--- config.mk ---
export PLATFORM = sky130hd
export DESIGN_NAME = snoop_bus_sequencer
export DESIGN_NICKNAME = d
export VERILOG_FILES = /design/src/rtl/snoop_bus_pkg.sv /design/src/rtl/rr_arbiter3.sv /design/src/rtl/snoop_bus_sequencer.sv
export SDC_FILE = /design/constraint.sdc
export NUM_CORES = 1
export LEC_CHECK = 0
export ABC_AREA = 1
export ABC_CLOCK_PERIOD_IN_PS = 2400
export CAP_MARGIN = 20
export CORE_ASPECT_RATIO = 1.2
export CORE_UTILIZATION = 48
export DETAILED_ROUTE_END_ITERATION = 8
export GPL_TIMING_DRIVEN = 0
export PLACE_DENSITY = 0.9
export SYNTH_ARGS = -nofsm -noshare
export SYNTH_HDL_FRONTEND = slang
export SYNTH_SLANG_ARGS = --single-unit
--- constraint.sdc ---
create_clock -name clk_i -period 2.4 [get_ports clk_i]
set_input_delay 0.36 -clock clk_i [delete_from_list [all_inputs] [get_ports clk_i]]
set_output_delay 0.36 -clock clk_i [all_outputs]
set_load 0.05 [all_outputs]
--- src/rtl/snoop_bus_pkg.sv ---
// Shared encodings and types for the snooping-bus sequencer.
package snoop_bus_pkg;

  localparam int unsigned NUM_CACHES = 3;

  typedef enum logic [1:0] {
    MSG_EMPTY      = 2'b00,
    MSG_WRITE_MISS = 2'b01,
    MSG_READ_MISS  = 2'b10,
    MSG_INVALIDATE = 2'b11
  } msg_e;

  typedef enum logic [2:0] {
    StIdle,
    StAddr,
    StSnoop,
    StWb,
    StResp
  } state_e;

  // Lowest set index; callers only use it with a non-zero vector.
  function automatic logic [1:0] lowest_idx(logic [2:0] v);
    if (v[0]) begin
      return 2'd0;
    end else if (v[1]) begin
      return 2'd1;
    end
    return 2'd2;
  endfunction

endpackage

--- src/rtl/rr_arbiter3.sv ---
// Three-way bus arbiter: round-robin by default, fixed priority (0 > 1 > 2)
// when SNOOP_ARB_FIXED_PRIO_EN is defined.
module rr_arbiter3
  import snoop_bus_pkg::*;
(
  input  logic       clk_i,
  input  logic       rst_i,
  input  logic [2:0] req_i,
  input  logic       advance_i,
  output logic [2:0] gnt_o
);

`ifdef SNOOP_ARB_FIXED_PRIO_EN
  logic unused_ctrl;
  assign unused_ctrl = ^{clk_i, rst_i, advance_i};

  always_comb begin
    gnt_o = 3'b000;
    if (req_i[0]) begin
      gnt_o = 3'b001;
    end else if (req_i[1]) begin
      gnt_o = 3'b010;
    end else if (req_i[2]) begin
      gnt_o = 3'b100;
    end
  end
`else
  logic [1:0] ptr_q, ptr_d;
  logic [1:0] idx;
  logic       found;

  // Search starts at the pointer and wraps modulo the cache count.
  always_comb begin
    gnt_o = 3'b000;
    found = 1'b0;
    idx   = 2'd0;
    for (int unsigned off = 0; off < NUM_CACHES; off++) begin
      idx = 2'((32'(ptr_q) + off) % NUM_CACHES);
      if (!found && req_i[idx]) begin
        gnt_o[idx] = 1'b1;
        found      = 1'b1;
      end
    end
  end

  always_comb begin
    ptr_d = ptr_q;
    if (advance_i) begin
      if (gnt_o[0]) begin
        ptr_d = 2'd1;
      end else if (gnt_o[1]) begin
        ptr_d = 2'd2;
      end else if (gnt_o[2]) begin
        ptr_d = 2'd0;
      end
    end
  end

  always_ff @(posedge clk_i) begin
    if (rst_i) begin
      ptr_q <= 2'd0;
    end else begin
      ptr_q <= ptr_d;
    end
  end
`endif

endmodule

--- src/rtl/snoop_bus_sequencer.sv ---
// Snooping-bus arbiter and transaction sequencer (IDLE/ADDR/SNOOP/WB/RESP).
// Arbitration policy selected by SNOOP_ARB_FIXED_PRIO_EN inside rr_arbiter3.
module snoop_bus_sequencer
  import snoop_bus_pkg::*;
#(
  parameter int unsigned AddrW = 3
) (
  input  logic               clk_i,
  input  logic               rst_i,
  input  logic [5:0]         req_msg_i,
  input  logic [3*AddrW-1:0] req_addr_i,
  input  logic [2:0]         wb_req_i,
  output logic [2:0]         grant_o,
  output logic [1:0]         bus_msg_o,
  output logic [AddrW-1:0]   bus_addr_o,
  output logic               mem_we_o,
  output logic [1:0]         wb_src_o,
  output logic [2:0]         done_o,
  output logic               proto_err_o
);

  state_e           state_q, state_d;
  msg_e             msg_q, msg_d;
  logic [AddrW-1:0] addr_q, addr_d;
  logic [2:0]       grant_q, grant_d;
  logic [1:0]       bus_msg_q, bus_msg_d;
  logic             mem_we_q, mem_we_d;
  logic [1:0]       wb_src_q, wb_src_d;
  logic [2:0]       done_q, done_d;
  logic             perr_q, perr_d;

  logic [2:0]       req_vld;
  logic [2:0]       win;
  logic [2:0]       snoop_hits;
  msg_e             win_msg;
  logic [AddrW-1:0] win_addr;

  always_comb begin
    req_vld  = 3'b000;
    win_msg  = MSG_EMPTY;
    win_addr = '0;
    for (int unsigned i = 0; i < NUM_CACHES; i++) begin
      req_vld[i] = |req_msg_i[2*i +: 2];
      if (win[i]) begin
        win_msg  = msg_e'(req_msg_i[2*i +: 2]);
        win_addr = req_addr_i[AddrW*i +: AddrW];
      end
    end
  end

  rr_arbiter3 u_arb (
    .clk_i     (clk_i),
    .rst_i     (rst_i),
    .req_i     (req_vld),
    .advance_i (state_q == StIdle),
    .gnt_o     (win)
  );

  // The grantee's own snoop response is never a write-back source.
  assign snoop_hits = wb_req_i & ~grant_q;

  always_comb begin
    state_d   = state_q;
    msg_d     = msg_q;
    addr_d    = addr_q;
    grant_d   = grant_q;
    bus_msg_d = MSG_EMPTY;
    mem_we_d  = 1'b0;
    wb_src_d  = wb_src_q;
    done_d    = 3'b000;
    perr_d    = perr_q;
    case (state_q)
      StIdle: begin
        if (|win) begin
          grant_d   = win;
          msg_d     = win_msg;
          addr_d    = win_addr;
          bus_msg_d = win_msg;
          state_d   = StAddr;
        end
      end
      StAddr: state_d = StSnoop;
      StSnoop: begin
        if (msg_q != MSG_INVALIDATE && |snoop_hits) begin
          wb_src_d = lowest_idx(snoop_hits);
          mem_we_d = 1'b1;
          state_d  = StWb;
          if ((snoop_hits & (snoop_hits - 3'd1)) != 3'b000) begin
            perr_d = 1'b1;
          end
        end else begin
          done_d  = grant_q;
          state_d = StResp;
        end
      end
      StWb: begin
        done_d  = grant_q;
        state_d = StResp;
      end
      StResp: begin
        grant_d = 3'b000;
        state_d = StIdle;
      end
      default: state_d = StIdle;
    endcase
  end

  always_ff @(posedge clk_i) begin
    if (rst_i) begin
      state_q   <= StIdle;
      msg_q     <= MSG_EMPTY;
      addr_q    <= '0;
      grant_q   <= 3'b000;
      bus_msg_q <= 2'b00;
      mem_we_q  <= 1'b0;
      wb_src_q  <= 2'd0;
      done_q    <= 3'b000;
      perr_q    <= 1'b0;
    end else begin
      state_q   <= state_d;
      msg_q     <= msg_d;
      addr_q    <= addr_d;
      grant_q   <= grant_d;
      bus_msg_q <= bus_msg_d;
      mem_we_q  <= mem_we_d;
      wb_src_q  <= wb_src_d;
      done_q    <= done_d;
      perr_q    <= perr_d;
    end
  end

  assign grant_o     = grant_q;
  assign bus_msg_o   = bus_msg_q;
  assign bus_addr_o  = addr_q;
  assign mem_we_o    = mem_we_q;
  assign wb_src_o    = wb_src_q;
  assign done_o      = done_q;
  assign proto_err_o = perr_q;

endmodule
* Word level (Yosys, flattened, before mapping)
Cells that the tools add are included.
** Operators by class
- Add/sub/neg operators :: 3
- Bitwise operators :: 8
- Magnitude comparators :: 6
- Equal/unequal tests :: 6
- Multiplexer cells :: 41
- Divide/modulo/power cells :: 3
- Reductions and logical operators :: 24
** Operator list (number)
- $mod A32 B2 Y32 const B :: 2
- $mod A2 B2 Y32 const B :: 1
- $mux W3 :: 10
- $mux W2 :: 9
- $mux W1 :: 13
- $pmux W3 S2 :: 2
- $pmux W3 S4 :: 1
- $lt A2 B3 Y1 const B :: 3
- $reduce_or A3 Y1 :: 3
- $reduce_and A2 Y1 :: 4
- $reduce_or A2 Y1 :: 4
- $and A3 B3 Y3 :: 2
- $bmux W1 S2 :: 3
- $demux W1 S2 :: 3
- $eq A3 B2 Y1 const B :: 2
- $ge A2 B1 Y1 const B :: 3
- $logic_and A1 B1 Y1 :: 6
- $or A3 B3 Y3 :: 2
- $reduce_bool A3 Y1 :: 2
- $ne A2 B2 Y1 const B :: 2
- $add A2 B1 Y3 const B :: 1
- $add A2 B2 Y3 const B :: 1
- $eq A3 B1 Y1 const B :: 1
- $eq A3 B3 Y1 const B :: 1
- other kinds (7) :: 10
** Storage, ports and cells
- Input bits :: 20
- Register bits after elaboration :: 22
- Output and inout port bits :: 15

* Logic depth before layout (Yosys ltp)
- Depth after elaboration :: 13
- Gate-level depth with buffers :: 17
- Depth with buffers taken out :: 17

* Modules after synthesis
Synthesis repeated with hierarchy kept, for this count alone.
** Second synthesis, totals
- Cells, all modules :: 204
- Area total of the unflattened synthesis :: 1293.7 um^2
** By module, submodules not included
- snoop_bus_sequencer :: area an instance 929.6 um^2, instances 1, cells each 139
- rr_arbiter3 :: area an instance 364.1 um^2, instances 1, cells each 65

* Worst setup path before layout
Ideal clock, no wire load.
- Kind :: register to register
- Start :: reg u_arb.ptr_q[0]
- End :: reg msg_q[1]
- Required time :: 2285 ps
- Buffers on the path :: 0
- Arrival time :: 1861 ps
- Library setup time :: 115 ps
- Cell stages (with the launch flop) :: 15
- Path slack :: 424 ps
- Cells stage by stage :: dfxtp_1 -> inv_1 -> ha_1 -> inv_1 -> nand2_1 -> nand3_1 -> nand2_1 -> nand3_1 -> nand2_1 -> nor2_2 -> nand3_4 -> nand2_4 -> nor2_1 -> nand3_1 -> nand2_1
** On the way
- Word-level cells in the longest chain between the ends :: 13
** Ends and longest elaborated chain
- start: declaration :: RTL line rr_arbiter3.sv:28 : logic [1:0] ptr_q, ptr_d;
- start signal: assignment :: RTL line rr_arbiter3.sv:63 : ptr_q <= ptr_d;
- $add A2 B1 Y3 or $mod A2 B2 Y32 (tied branches) :: RTL line rr_arbiter3.sv:38 : idx = 2'((32'(ptr_q) + off) % NUM_CACHES);
- $mod A32 B2 Y32, or another cell as far along :: RTL line rr_arbiter3.sv:38
- $lt A2 B3 Y1 (implied by the code), or another cell as far along :: RTL line rr_arbiter3.sv:40 : gnt_o[idx] = 1'b1;
- $logic_and A1 B1 Y1 (implied by the code), or another cell as far along :: RTL line rr_arbiter3.sv:40
- $mux W1 (implied by the code), or another cell as far along :: RTL line rr_arbiter3.sv:40
- $demux W1 S2, or another cell as far along
- $or A3 B3 Y3 (no line) or $mux W1 (tied branches)
- $mux W3 or $logic_not A1 Y1 (tied branches) :: RTL line rr_arbiter3.sv:39 : if (!found && req_i[idx]) begin
- $or A3 B3 Y3 (no line) or $logic_and A1 B1 Y1 (tied branches)
- $mux W3 * :: RTL line rr_arbiter3.sv:39
- $mux W2 (3 in series) :: RTL line snoop_bus_sequencer.sv:44 : if (win[i]) begin
- end signal: assignment :: RTL line snoop_bus_sequencer.sv:121 : msg_q <= msg_d;
- end: declaration :: RTL line snoop_bus_sequencer.sv:23 : msg_e msg_q, msg_d;
Every way passes the cells marked *; elsewhere a longest branch is shown, timed or not. The select of a mux whose other input is x is not followed.
A chain may end at the register's enable or synchronous reset.

* Worst setup path in the final report
- Start :: reg u_arb.ptr_q[1]
- End :: reg msg_q[1]
Same word-level chain as after synthesis.

==> qor.csv <==
metric,value,unit
critPathKind,reg -> reg,
maxCapViolations,0,
cp-start-kind,flip-flop,
groute.usage.overall,0.221,
io_pins,35,
clk_path_buf_depth,2,
setup_tns,0,ps
wire_per_inst,10.9,um
timing.final.crit_share,0.925,
p_seq_frac,0.251,
intPower,1.03,mW
reg2reg_slack,180,ps
fp.dieH,59.2,um
synth_nets,218,
synth-seq-cells,22,
rows,20,
power.leakage,0.778,nW
fin_crit,2220,ps
cts_tree,built,
grt_max_degree,13,
rsz0062_at_grt,no,
clockPowerShare,0.094,
r2r_end,msg_q[1],
drt_iter0_markers,42,
gp_congestion,0.817,
syn_avg_cell_area,6.75,um2
switching_share,0.516,
clock-sinks,22,
status,"finished, final reports clean",
power.density,1220,mW/mm2
tightest_slew,627,ps
final_antenna_net_count,0,
n_antenna_cell,0,
finalNonFillerCells,266,
power.switching,1.09,mW
hold_viol,0,
nets,258,
p_comb_frac,0.655,
ys_seq_area_frac,0.336,
synth_area,0.00131,mm2
htreeDepth,1,
setup_viol,0,
finClkSkew,6.11,ps
port_buffers,34,
crit_path_end_kind,flip-flop,
rr_startpoint,u_arb.ptr_q[1],
drive_gt1_frac,0.163,
dpl.hpwl,2.34,mm
fill_cells,235,
start_util,0.513,
dp.cells,261,
cts_hold_buf,0,
cp.required,2650,ps
placeableCoreArea,0.00255,mm2
clkTransAtPathRegs,120,ps
overflow,0,
arrival,2470,ps
firstDrtPassIters,4,
ir_drop,0.000801,V
area_growth,32.8,%
crit_start,u_arb.ptr_q[1],
clk_root_buffer_cell,clkbuf_4,
drcViolationCount,0,
slew_headroom,0.580,
synth-warning-count,0,
die_w,49.7,um
clk_latency,300,ps
viasPerCell,5.10,
vias,1357,
crit_fanout,9,
grt_pass1_vias,1255,
fmax,0.450,GHz
synth.distinct_cells,26,
grt_antenna_before_repair,0,
final_max_slew_viol_count,0,
cts_buffers,3,
wirelength,2.91,mm
die-area,0.00294,mm2
grt_pass1_wl,5.07,mm
critPathCapture,msg_q[1],
reg2reg_depth,15,
synth_cells,194,
holdCritPathClass,reg -> reg,
==> per-layer routing <==
metal  vias up  wire [um]  GRT usage
met5         -          0          0
met4         0         35     0.0816
met3         4        114     0.0282
met2        44       1580      0.438
met1       612       1180      0.236
li1        697          -          -
==> flip-flops by register name, indices dropped and copies added, names as in the netlist <==
signal       count
grant_o          3
u_arb.ptr_q      2
bus_msg_o        2
msg_q            2
proto_err_o      1
bus_addr_o       3
state_q          3
wb_src_o         2
mem_we_o         1
done_o           3
==> placed cells by master (no fill, tap or decap), drive strengths merged <==
master	netlist	routed
a211oi	1	1
nand3	25	25
nor3	3	3
a21boi	3	3
inv	30	30
nand2	49	49
nor2	32	32
ha	4	4
buf	1	2
clkbuf	0	4
dfxtp	22	22
o22ai	1	1
or2	2	2
nand4	4	4
o21ai	11	11
clkdlybuf4s50	0	34
a21oi	6	6
==> final cells by class <==
cell class,count,area [um2],share of cell area
Sequential cell,22,442,0.254
Multi-Input combinational cell,141,754,0.434
Tap cell,33,41.3,0.0237
Buffer,1,5.00,0.00288
Timing Repair Buffer,35,348,0.200
Clock buffer,4,36.3,0.0209
Inverter,30,113,0.0647
==> metrics by stage <==
step                utilization  hold slack [ps]  total power [mW]  instance area, um2  setup WS [ps]
floorplan                     -              448              1.58                1310            424
global placement          0.663              437              1.87                1690            101
detailed placement        0.663              449              1.91                1690           55.3
CTS                       0.677              466              2.11                1730            104
global route              0.681              496              2.29                1740          0.985
finish                    0.681              470              2.12                1740            179
==> worst min path at each step <==
stage,cells past startpoint,endpoint,startpoint
final,2,proto_err_o,proto_err_o
after global routing,2,proto_err_o,proto_err_o
after global placement,2,proto_err_o,proto_err_o
after floorplan,2,msg_q[1],msg_q[1]
after detailed placement,2,proto_err_o,proto_err_o
after CTS,2,proto_err_o,proto_err_o
==> worst max-delay path: stages (launching register included) <==
cell	delay, ps
dfxtp_1	450
inv_1	90
ha_1	270
inv_2	110
nand2_1	70
nand2_2	80
nand2_2	50
nand2_2	90
nand3_1	130
nor2_2	180
nor2_4	90
nand3_4	120
nand2_4	110
nor2_1	140
nand3_1	110
nand2_1	70
==> cells by family (layout without fill, tap and decap cells) <==
group           after synthesis  in the layout  share of synthesized area
buf+inv                      31             70                     0.0898
fa+ha+maj                     4              4                     0.0382
compound gates               22             22                      0.107
simple gates                115            115                      0.429
flops                        22             22                      0.336
==> power groups by stage <==
stage	Combinational, mW	Clock (mW)	Sequential (mW)
CTS	1.38	0.202	0.530
floorplan	0.816	0	0.763
detailed placement	1.37	0	0.538
global placement	1.34	0	0.536
global route	1.52	0.220	0.547
finish	1.39	0.200	0.533
==> Yosys cell counts <==
cell type / n / area (um2)
a211oi_1: 1 / 7.51
a21boi_1: 3 / 22.5
a21oi_1: 4 / 20.0
a21oi_2: 2 / 17.5
buf_2: 1 / 5.00
dfxtp_1: 22 / 440
ha_1: 4 / 50.1
inv_1: 26 / 97.6
inv_2: 4 / 15.0
nand2_1: 40 / 150
nand2_2: 8 / 50.1
nand2_4: 1 / 11.3
nand3_1: 23 / 115
nand3_2: 1 / 10.0
nand3_4: 1 / 17.5
nand4_1: 4 / 25.0
nor2_1: 26 / 97.6
nor2_2: 4 / 25.0
nor2_4: 2 / 22.5
nor3_1: 1 / 5.00
nor3_2: 2 / 20.0
o21ai_0: 7 / 35.0
o21ai_1: 1 / 5.00
o21ai_2: 3 / 26.3
o22ai_1: 1 / 6.26
or2_2: 2 / 12.5
==> timing repair <==
| action | in CTS | in global routing |
|---|---|---|
| buffers inserted | 0 | 1 |
| endpoints found under the setup margin | 0 | 6 |
| gates resized for setup | 0 | 2 |
| endpoints found under the hold margin | 0 | 0 |
No activity file was read; power rests on OpenSTA's default activity.
